**src/rtl/seven_seg_pkg.sv**
```systemverilog
// Shared definitions for the multiplexed 7-segment driver: segment codes,
// conversion FSM states and the nibble-to-segment decoder.
package seven_seg_pkg;

    // Conversion FSM states.
    typedef enum logic [1:0] {
        IDLE   = 2'd0,
        SHIFT  = 2'd1,
        COMMIT = 2'd2
    } bcd_state_e;

    // Segment codes {p,g,f,e,d,c,b,a}, active-high; polarity is applied at the pins.
    localparam logic [7:0] SEG_0     = 8'h3F;
    localparam logic [7:0] SEG_1     = 8'h06;
    localparam logic [7:0] SEG_2     = 8'h5B;
    localparam logic [7:0] SEG_3     = 8'h4F;
    localparam logic [7:0] SEG_4     = 8'h66;
    localparam logic [7:0] SEG_5     = 8'h6D;
    localparam logic [7:0] SEG_6     = 8'h7D;
    localparam logic [7:0] SEG_7     = 8'h07;
    localparam logic [7:0] SEG_8     = 8'h7F;
    localparam logic [7:0] SEG_9     = 8'h6F;
    localparam logic [7:0] SEG_DASH  = 8'h40;
    localparam logic [7:0] SEG_BLANK = 8'h00;
    localparam int         DP_BIT    = 7;

    // BCD nibble to segment pattern; non-decimal codes cannot occur and show blank.
    function automatic logic [7:0] seg_decode(input logic [3:0] nib);
        logic [7:0] seg;
        case (nib)
            4'd0:    seg = SEG_0;
            4'd1:    seg = SEG_1;
            4'd2:    seg = SEG_2;
            4'd3:    seg = SEG_3;
            4'd4:    seg = SEG_4;
            4'd5:    seg = SEG_5;
            4'd6:    seg = SEG_6;
            4'd7:    seg = SEG_7;
            4'd8:    seg = SEG_8;
            4'd9:    seg = SEG_9;
            default: seg = SEG_BLANK;
        endcase
        return seg;
    endfunction

endpackage

```
**src/rtl/seven_seg_mux_n_bin2bcd_seq.sv**
```systemverilog
// Sequential binary-to-BCD converter (shift-add-3, one input bit per cycle)
// with a one-deep "last wins" pending slot for loads that arrive while busy.
//
// Handshake: load is a single-cycle request with no ready; it is always
// accepted. In IDLE it starts a conversion, otherwise it overwrites the
// pending slot. commit is a one-cycle valid for bcd; there is no back-pressure.
module bin2bcd_seq import seven_seg_pkg::*; #(
    parameter int VALUE_W = 14,
    parameter int NIBBLES = 5
) (
    input  logic                   clk,
    input  logic                   rst,
    input  logic [VALUE_W-1:0]     value,
    input  logic                   load,
    output logic                   busy,
    output logic                   commit,
    output logic [NIBBLES*4-1:0]   bcd,
    output bcd_state_e             state
);

    localparam int BCD_W = NIBBLES * 4;
    localparam int CNT_W = (VALUE_W > 1) ? $clog2(VALUE_W) : 1;

    bcd_state_e         state_q, state_d;
    logic [VALUE_W-1:0] sr_q, sr_d;
    logic [VALUE_W-1:0] pend_val_q, pend_val_d;
    logic               pend_q, pend_d;
    logic [BCD_W-1:0]   bcd_q, bcd_d;
    logic [CNT_W-1:0]   cnt_q, cnt_d;
    logic [BCD_W-1:0]   adj;

    // Next-state, datapath and pending-slot logic.
    always_comb begin
        state_d    = state_q;
        sr_d       = sr_q;
        pend_val_d = pend_val_q;
        pend_d     = pend_q;
        bcd_d      = bcd_q;
        cnt_d      = cnt_q;
        adj        = '0;

        for (int i = 0; i < NIBBLES; i++) begin
            adj[i*4 +: 4] = (bcd_q[i*4 +: 4] >= 4'd5) ? bcd_q[i*4 +: 4] + 4'd3 : bcd_q[i*4 +: 4];
        end

        if (load && (state_q != IDLE)) begin
            pend_d     = 1'b1;
            pend_val_d = value;
        end

        case (state_q)
            IDLE: begin
                if (load) begin
                    sr_d    = value;
                    bcd_d   = '0;
                    cnt_d   = '0;
                    state_d = SHIFT;
                end
            end
            SHIFT: begin
                bcd_d = {adj[BCD_W-2:0], sr_q[VALUE_W-1]};
                sr_d  = sr_q << 1;
                cnt_d = cnt_q + CNT_W'(1);
                if (cnt_q == CNT_W'(VALUE_W - 1)) begin
                    state_d = COMMIT;
                end
            end
            COMMIT: begin
                // A load landing on the commit cycle is the newest request, so it wins.
                if (pend_q || load) begin
                    sr_d    = load ? value : pend_val_q;
                    bcd_d   = '0;
                    cnt_d   = '0;
                    state_d = SHIFT;
                end else begin
                    state_d = IDLE;
                end
                pend_d = 1'b0;
            end
            default: state_d = IDLE;
        endcase
    end

    // State and datapath registers.
    always_ff @(posedge clk or negedge rst) begin
        if (!rst) begin
            state_q    <= IDLE;
            sr_q       <= '0;
            pend_val_q <= '0;
            pend_q     <= 1'b0;
            bcd_q      <= '0;
            cnt_q      <= '0;
        end else begin
            state_q    <= state_d;
            sr_q       <= sr_d;
            pend_val_q <= pend_val_d;
            pend_q     <= pend_d;
            bcd_q      <= bcd_d;
            cnt_q      <= cnt_d;
        end
    end

    assign busy   = (state_q != IDLE);
    assign commit = (state_q == COMMIT);
    assign bcd    = bcd_q;
    assign state  = state_q;

endmodule

```
**src/rtl/seven_seg_mux_n.sv**
```systemverilog
// N-digit multiplexed 7-segment driver: sequential BCD conversion, refresh
// scan, leading-zero blanking, decimal points, overflow dash and pin polarity.
module seven_seg_mux_n import seven_seg_pkg::*; #(
    parameter int DIGITS           = 4,
    parameter int VALUE_W          = 14,
    parameter int REFRESH_W        = 17,
    parameter bit DIGIT_ACTIVE_LOW = 1'b1,
    parameter bit SEG_ACTIVE_LOW   = 1'b1
) (
    input  logic               clk,
    input  logic               rst,
    input  logic [VALUE_W-1:0] value,
    input  logic               load,
    input  logic [DIGITS-1:0]  dp_mask,
    input  logic               blank_lz,
    input  logic               enable,
    output logic               busy,
    output logic               overflow,
    output logic [DIGITS-1:0]  digit,
    output logic [7:0]         segments,
    output logic [1:0]         dbg_state
);

    localparam int                NIBBLES   = DIGITS + 1;
    localparam int                IDX_W     = (DIGITS > 1) ? $clog2(DIGITS) : 1;
    localparam logic [DIGITS-1:0] DIGIT_OFF = {DIGITS{DIGIT_ACTIVE_LOW}};
    localparam logic [7:0]        SEG_OFF   = {8{SEG_ACTIVE_LOW}};

    if (VALUE_W > 3 * (DIGITS + 1)) begin : g_bad_width
        $error("VALUE_W too wide for DIGITS+1 BCD nibbles");
    end

    logic                 commit;
    logic [NIBBLES*4-1:0] bcd;
    bcd_state_e           conv_state;

    bin2bcd_seq #(
        .VALUE_W (VALUE_W),
        .NIBBLES (NIBBLES)
    ) u_bin2bcd (
        .clk    (clk),
        .rst    (rst),
        .value  (value),
        .load   (load),
        .busy   (busy),
        .commit (commit),
        .bcd    (bcd),
        .state  (conv_state)
    );

    assign dbg_state = conv_state;

    logic [REFRESH_W-1:0] refresh_q, refresh_d;
    logic [IDX_W-1:0]     idx_q, idx_d;
    logic [DIGITS*4-1:0]  disp_q, disp_d;
    logic                 ovf_q, ovf_d;
    logic [DIGITS-1:0]    digit_q, digit_d;
    logic [7:0]           seg_q, seg_d;

    // Free-running refresh counter, MSB-first scan index and display capture on commit.
    always_comb begin
        refresh_d = refresh_q + REFRESH_W'(1);
        idx_d     = idx_q;
        disp_d    = disp_q;
        ovf_d     = ovf_q;
        if (&refresh_q) begin
            idx_d = (idx_q == '0) ? IDX_W'(DIGITS - 1) : idx_q - IDX_W'(1);
        end
        if (commit) begin
            disp_d = bcd[DIGITS*4-1:0];
            ovf_d  = |bcd[NIBBLES*4-1 -: 4];
        end
    end

    logic [3:0]        nib;
    logic              dp;
    logic              lead_zero;
    logic              upper_zero;
    logic [7:0]        seg_act;
    logic [DIGITS-1:0] dig_act;

    // Segment pattern for the scanned digit, then polarity and enable gating.
    always_comb begin
        nib        = 4'd0;
        dp         = 1'b0;
        lead_zero  = 1'b0;
        upper_zero = 1'b1;
        // Walk from the top nibble down so upper_zero covers nibbles k..DIGITS-1.
        for (int k = DIGITS - 1; k >= 0; k--) begin
            if (disp_q[k*4 +: 4] != 4'd0) begin
                upper_zero = 1'b0;
            end
            if (idx_q == IDX_W'(k)) begin
                nib       = disp_q[k*4 +: 4];
                dp        = dp_mask[k];
                lead_zero = upper_zero && (k != 0);
            end
        end

        if (ovf_q) begin
            seg_act = SEG_DASH;
        end else if (blank_lz && lead_zero) begin
            seg_act = SEG_BLANK;
        end else begin
            seg_act = seg_decode(nib);
        end
        seg_act[DP_BIT] = seg_act[DP_BIT] | dp;

        dig_act = DIGITS'(1) << idx_q;

        if (enable) begin
            digit_d = DIGIT_ACTIVE_LOW ? ~dig_act : dig_act;
            seg_d   = SEG_ACTIVE_LOW ? ~seg_act : seg_act;
        end else begin
            digit_d = DIGIT_OFF;
            seg_d   = SEG_OFF;
        end
    end

    // Scan, display and output registers.
    always_ff @(posedge clk or negedge rst) begin
        if (!rst) begin
            refresh_q <= '0;
            idx_q     <= IDX_W'(DIGITS - 1);
            disp_q    <= '0;
            ovf_q     <= 1'b0;
            digit_q   <= DIGIT_OFF;
            seg_q     <= SEG_OFF;
        end else begin
            refresh_q <= refresh_d;
            idx_q     <= idx_d;
            disp_q    <= disp_d;
            ovf_q     <= ovf_d;
            digit_q   <= digit_d;
            seg_q     <= seg_d;
        end
    end

    assign overflow = ovf_q;
    assign digit    = digit_q;
    assign segments = seg_q;

endmodule

```
**config.mk**
```make
export PLATFORM = sky130hd
export DESIGN_NAME = seven_seg_mux_n
export DESIGN_NICKNAME = d
export VERILOG_FILES = /design/src/rtl/seven_seg_pkg.sv /design/src/rtl/seven_seg_mux_n_bin2bcd_seq.sv /design/src/rtl/seven_seg_mux_n.sv
export SDC_FILE = /design/constraint.sdc
export NUM_CORES = 1
export LEC_CHECK = 0
export ABC_AREA = 1
export CORE_MARGIN = 5
export CORE_UTILIZATION = 59
export DETAILED_ROUTE_END_ITERATION = 16
export PLACE_DENSITY = 0.8
export SYNTH_ARGS = -nofsm -noshare
export SYNTH_HDL_FRONTEND = slang
export SYNTH_SLANG_ARGS = --single-unit
```
**constraint.sdc**
```tcl
create_clock -name clk -period 2.6 [get_ports clk]
set_input_delay 0.39 -clock clk [delete_from_list [all_inputs] [get_ports clk]]
set_output_delay 0.39 -clock clk [all_outputs]
set_load 0.01 [all_outputs]
```
==> results.json, run 1 <==
{
  "outcome": "finished clean",
  "async_flop_share_pct": 100,
  "worstSetupStartpoint": "idx_q[0]$_DFFE_PN1P_",
  "pwr_density_cell_nw_per_um2": 871,
  "io_pins": 39,
  "cts-resized-gates": 0,
  "utilization_pct": 68.6,
  "cp.required_ns": 2.90,
  "synth_top_area_share_pct": 41.5,
  "yosysTopAreaCell": "dfrtp_1",
  "synthTopCellsByCount": "89 x dfrtp_1, 89 x nand2_1, 76 x inv_1",
  "avgViaCountPerCell": 5.43,
  "final_max_slew_viol_count": 0,
  "worst_clock_skew_ns": 0.0137,
  "clk_pin_slew_ns": 0.10,
  "cts_hold_buf": 0,
  "cts.htree.levels": 3,
  "numCtsBuffers": 9,
  "regToRegStartpoint": "idx_q[0]$_DFFE_PN1P_",
  "die_y_um": 105,
  "placedInstanceArea_um2": 5820,
  "grt_pass1_wl_mm": 18.1,
  "drc": 0,
  "critPathSlowestCell": "dfstp_2",
  "drtIter0Drc": 191,
  "design_area_um2": 6040,
  "antenna_found_initial": 0,
  "path_class": "flop to flop",
  "synthFlopType": "dfrtp_1",
  "cts_root_buffer": "clkbuf_8",
  "die_x_um": 105,
  "cp_cell_sequence": "inv_1 -> ha_1 -> inv_6 -> nand2_2 -> o22ai_1 -> nand2_1 -> a22oi_1 -> inv_1 -> ha_1 -> or2_0 -> nand3_1",
  "critPathArrivalTime_ns": 2.78,
  "worst-path-max-fanout": 8,
  "finalCritPeriodShare_pct": 95.1,
  "track_usage_pct": 19.4,
  "io_buffer_count": 38,
  "r2r_slack_ns": 0.13,
  "rows": 34,
  "n_antenna_cell": 0,
  "via_count": 3997,
  "max_freq_mhz": 405,
  "grt_pass1_vias": 4070,
  "coreArea_um2": 8810,
  "drive_gt1_share_pct": 13.9,
  "finalCriticalPeriod_ns": 2.47,
  "yosysWarnings": 0,
  "synth.avg_cell_area_um2": 9.13,
  "initial_core_util_pct": 60.9,
  "fin_tns_setup_ns": 0,
  "tightest_slew_ns": 0.635,
  "grt_max_degree": 56,
  "max_slew_margin_pct": 57.7,
  "dp_hpwl_mm": 7.09,
  "synth_edf_count": 0,
  "area_delta_synth_final_pct": 12.6,
  "die-area_um2": 11100,
  "cts_sinks": 103,
  "clockBufferDepth": 2,
  "end_kind": "flop",
  "ys_types": 43,
  "max-cap-violations": 0,
  "first_pass_iters": 5,
  "worst_path_largest_cell_delay_ns": 0.56,
  "ant_nets": 0,
  "post_drt_wl_per_cell_um": 13.5,
  "leakage_nw": 2.70,
  "cts_tree": "done",
  "ys_seq_area_share_pct": 48.4,
  "synth.area.top_cells": "dfrtp_1 42%, ha_1 7.0%, dfstp_2 6.9%",
  "ir_worst_vdd_mv": 0.537,
  "gp_congestion": 0.804,
  "clock_latency_ns": 0.36,
  "grt_overflow": 0,
  "rr_endpoint": "segments[1]$_DFF_PN1_",
  "hold_viol": 0,
  "holdWs_ns": 0.0200,
  "hold_path_class": "input port to async pin",
  "synth_nets": 640,
  "nNetsFinal": 676,
  "rsz0062_at_grt": "false",
  "synth_area_um2": 5360,
  "setup_viol_count_final": 0,
  "power.total_mw": 5.26,
  "start_kind": "flop",
  "post_cts_buffers": 0,
  "wirelength_mm": 9.91,
  "syn_inst": 587,
  "synth-seq-cells": 103,
  "r2r_cells": 11
}
==> state kept, by name, summed over array words and instances, names as in the netlist, 4 cells and up <==
name	cells
digit	4
disp_q	16
refresh_q	17
segments	8
u_bin2bcd.bcd	20
u_bin2bcd.cnt_q	4
u_bin2bcd.pend_val_q	14
u_bin2bcd.sr_q	14
==> cell type report <==
cell class	count	area [um^2]
clock buffer	11	131
inverter	80	308
timing repair buffer	44	435
clock inverter	5	83.8
tap	108	135
sequential	103	2590
fill	682	2770
multi-input combinational	385	2350
==> power by group <==
part	switching [mW]	internal, mW	total, mW	leakage [nW]
Sequential	0.158	1.97	2.13	1.31
Combinational	1.23	0.821	2.05	1.29
Clock	0.532	0.545	1.08	0.0998
==> logic make-up (layout without fill, tap and decap cells) <==
group	count (synthesis)	in the layout	synth area share [%]
multiplexers	13	13	2.73
AO/OA/AOI/OAI	124	124	13.5
buffers and inverters	99	140	7.75
XOR/XNOR	18	18	2.94
AND/OR/NAND/NOR	200	200	17.6
flip-flops	103	103	48.4
adder cells (fa/ha/maj)	30	30	7.00
==> routing by layer <==
layer  vias to the layer above  track usage, %  wire length, um
met5                         -               0                0
met4                         0            6.94              125
met3                        12            3.24              412
met2                        84            33.5             4880
met1                      1889            24.8             4490
li1                       2012               -                -
==> how the worst max path moves through the flow <==
stage                            endpoint  slack [ns]  depth (start not counted)
floorplan           segments[1]$_DFF_PN1_        0.46                         12
global route        segments[1]$_DFF_PN1_       0.009                         11
finish              segments[1]$_DFF_PN1_        0.13                         11
global placement    segments[1]$_DFF_PN1_        0.29                         11
CTS                 segments[1]$_DFF_PN1_        0.15                         11
detailed placement  segments[1]$_DFF_PN1_        0.17                         11
==> critical path: cells and delay by family (launching register included) <==
kind / cells / cell delay (ns)
AOI/OAI and AO/OA: 2 / 0.41
adders and majority gates: 2 / 0.65
buffers and inverters: 3 / 0.35
DFF: 1 / 0.56
and+or+nand+nor: 4 / 0.45
==> cells in the final DEF, fill, tap and decap left out, types with 9 or more instances in the layout <==
master,n
a21oi_1,19
clkbuf_8,9
clkdlybuf4s50_1,37
dfrtp_1,89
dfstp_2,14
ha_1,30
inv_1,76
mux2_2,13
nand2_1,89
nand2_2,10
nand3_1,25
nor2_1,44
o21ai_0,58
o221ai_1,13
o22ai_1,23
or2_2,9
xor2_1,12
==> through the flow <==
stage          setup WS, ns  instances
2_1_floorplan         0.459        587
3_3_place_gp          0.288        720
3_5_place_dp          0.166        720
4_1_cts               0.151        736
5_1_grt             0.00905        736
6_report              0.129        736
(Power assumes the default switching activity.)
==> run 2, diff against run 1 <==
--- a/config.mk
+++ b/config.mk
@@ -6,6 +6,7 @@
 export NUM_CORES = 1
 export LEC_CHECK = 0
 export ABC_AREA = 1
+export CORE_ASPECT_RATIO = 0.7
 export CORE_MARGIN = 5
 export CORE_UTILIZATION = 59
 export DETAILED_ROUTE_END_ITERATION = 16
==> run 2 against run 1 <==
Net effect:
- routed wire length increased by 10%
- largest power group unchanged
- via count increased by 3.3%
- register-to-register slack improved by 0.15 ns
- largest cell class unchanged
==> results.json, run 2 (synthesized netlist as in run 1, its figures left out) <==
{
  "critPathSlowestCell": "dfstp_2",
  "gp_congestion": 0.848,
  "cts_tree": "done",
  "largest_reg_flops": 20,
  "antenna_found_initial": 0,
  "drtIter0Drc": 252,
  "worst-path-max-fanout": 8,
  "worst_clock_skew_ns": 0.00717,
  "design_area_um2": 6160,
  "pwr_density_cell_nw_per_um2": 910,
  "grt_pass1_vias": 4129,
  "tightest_slew_ns": 0.671,
  "clock_latency_ns": 0.35,
  "hold_path_class": "input port to async pin",
  "outcome": "finished clean",
  "drc": 0,
  "via_count": 4128,
  "power.total_mw": 5.60,
  "holdWs_ns": 0.0821,
  "crit_buf_inv": 3,
  "cp.required_ns": 2.86,
  "finalCritPeriodShare_pct": 89.2,
  "rsz0062_at_grt": "false",
  "dp_hpwl_mm": 7.37,
  "post-route-worst-setup-slack_ns": 0.280,
  "worstSetupStartpoint": "idx_q[0]$_DFFE_PN1P_",
  "cts_root_buffer": "clkbuf_16",
  "avgViaCountPerCell": 5.47,
  "first_pass_iters": 5,
  "die_y_um": 89.8,
  "layout_common_cells": "89 x nand2_1, 89 x dfrtp_1, 76 x inv_1, 58 x o21ai_0, 44 x nor2_1",
  "critPathArrivalTime_ns": 2.58,
  "drive_gt1_share_pct": 14.1,
  "track_usage_pct": 20.9,
  "grt_pass1_wl_mm": 18.8,
  "die_x_um": 124,
  "grt_max_degree": 52,
  "numCtsBuffers": 9,
  "fillers": 702,
  "initial_core_util_pct": 59.8,
  "worst_path_largest_cell_delay_ns": 0.56,
  "hold_viol": 0,
  "n_antenna_cell": 0,
  "final_max_slew_viol_count": 0,
  "grt_overflow": 0,
  "ant_nets": 0,
  "clk_pin_slew_ns": 0.07,
  "post_drt_wl_per_cell_um": 14.5,
  "max-cap-violations": 0,
  "placed_cells": 738,
  "fin_tns_setup_ns": 0,
  "final_cells": 754,
  "max_slew_margin_pct": 55.2,
  "clockBufferDepth": 2,
  "cts_sinks": 103,
  "ir_worst_vdd_mv": 0.884,
  "multi_input_area_um2": 2360,
  "area_delta_synth_final_pct": 14.8,
  "cpLargestDelayFamily": "adder cells",
  "regToRegStartpoint": "idx_q[0]$_DFFE_PN1P_",
  "io_pins": 39,
  "nNetsFinal": 678,
  "path_class": "flop to flop",
  "setup_viol_count_final": 0,
  "coreArea_um2": 8960,
  "utilization_pct": 68.7,
  "pre_cts_ws_ns": 0.214,
  "max_freq_mhz": 431,
  "cts.htree.levels": 3,
  "placedInstanceArea_um2": 5860,
  "regArea_um2": 2590,
  "end_kind": "flop",
  "wirelength_mm": 10.9,
  "start_kind": "flop",
  "rows": 29,
  "finalCriticalPeriod_ns": 2.32,
  "cp_cell_sequence": "inv_1 -> ha_1 -> inv_6 -> nand2_2 -> o22ai_1 -> nand2_1 -> a22oi_2 -> inv_1 -> ha_1 -> o211ai_1 -> nand3_1",
  "leakage_nw": 2.75,
  "io_buffer_count": 38,
  "die-area_um2": 11100
}
-- run 2: changes by cell type in the layout (fill, tap and decap cells not counted), sizes merged --
cell      delta
buf          +2
clkbuf       +2
bufinv       -1
clkinvlp     -1
-- run 2: repair_timing --
action | 4_1_cts | 5_1_grt
setup endpoints to repair | 0 | 1
gates resized for setup | 0 | 1
setup buffers | 0 | 0
hold buffers | 0 | 0
-- run 2: final timing paths --
kind	end	slack, ns	cells after the start
max	segments[3]$_DFF_PN1_	0.28	11
min	refresh_q[15]$_DFF_PN0_	0.08	1
max reg2reg	segments[3]$_DFF_PN1_	0.28	11
min reg2reg	refresh_q[14]$_DFF_PN0_	0.47	1
max in group asynchronous	refresh_q[1]$_DFF_PN0_	1.82	2
min in group clk	refresh_q[14]$_DFF_PN0_	0.47	1
-- run 2: layout make-up --
type                            count  area share [%]
Sequential cell                   103            42.1
Clock inverter                      3           0.691
Clock buffer                       13            4.06
Multi-Input combinational cell    385            38.3
Inverter                           80            5.00
Tap cell                          124            2.52
Timing Repair Buffer               46            7.32
-- run 2: power by group --
group,leakage (nW),switching [mW],internal [mW]
Clock,0.140,0.562,0.772
Combinational,1.30,1.30,0.829
Sequential,1.31,0.169,1.98
-- run 2: layer usage --
metal	part of all wire, %	vias to the layer above	track usage (%)
met2	47	98	33.2
li1	-	2010	-
met1	46	2006	28.1
met5	0	-	0
met4	1.2	0	5.20
met3	5.8	14	6.21
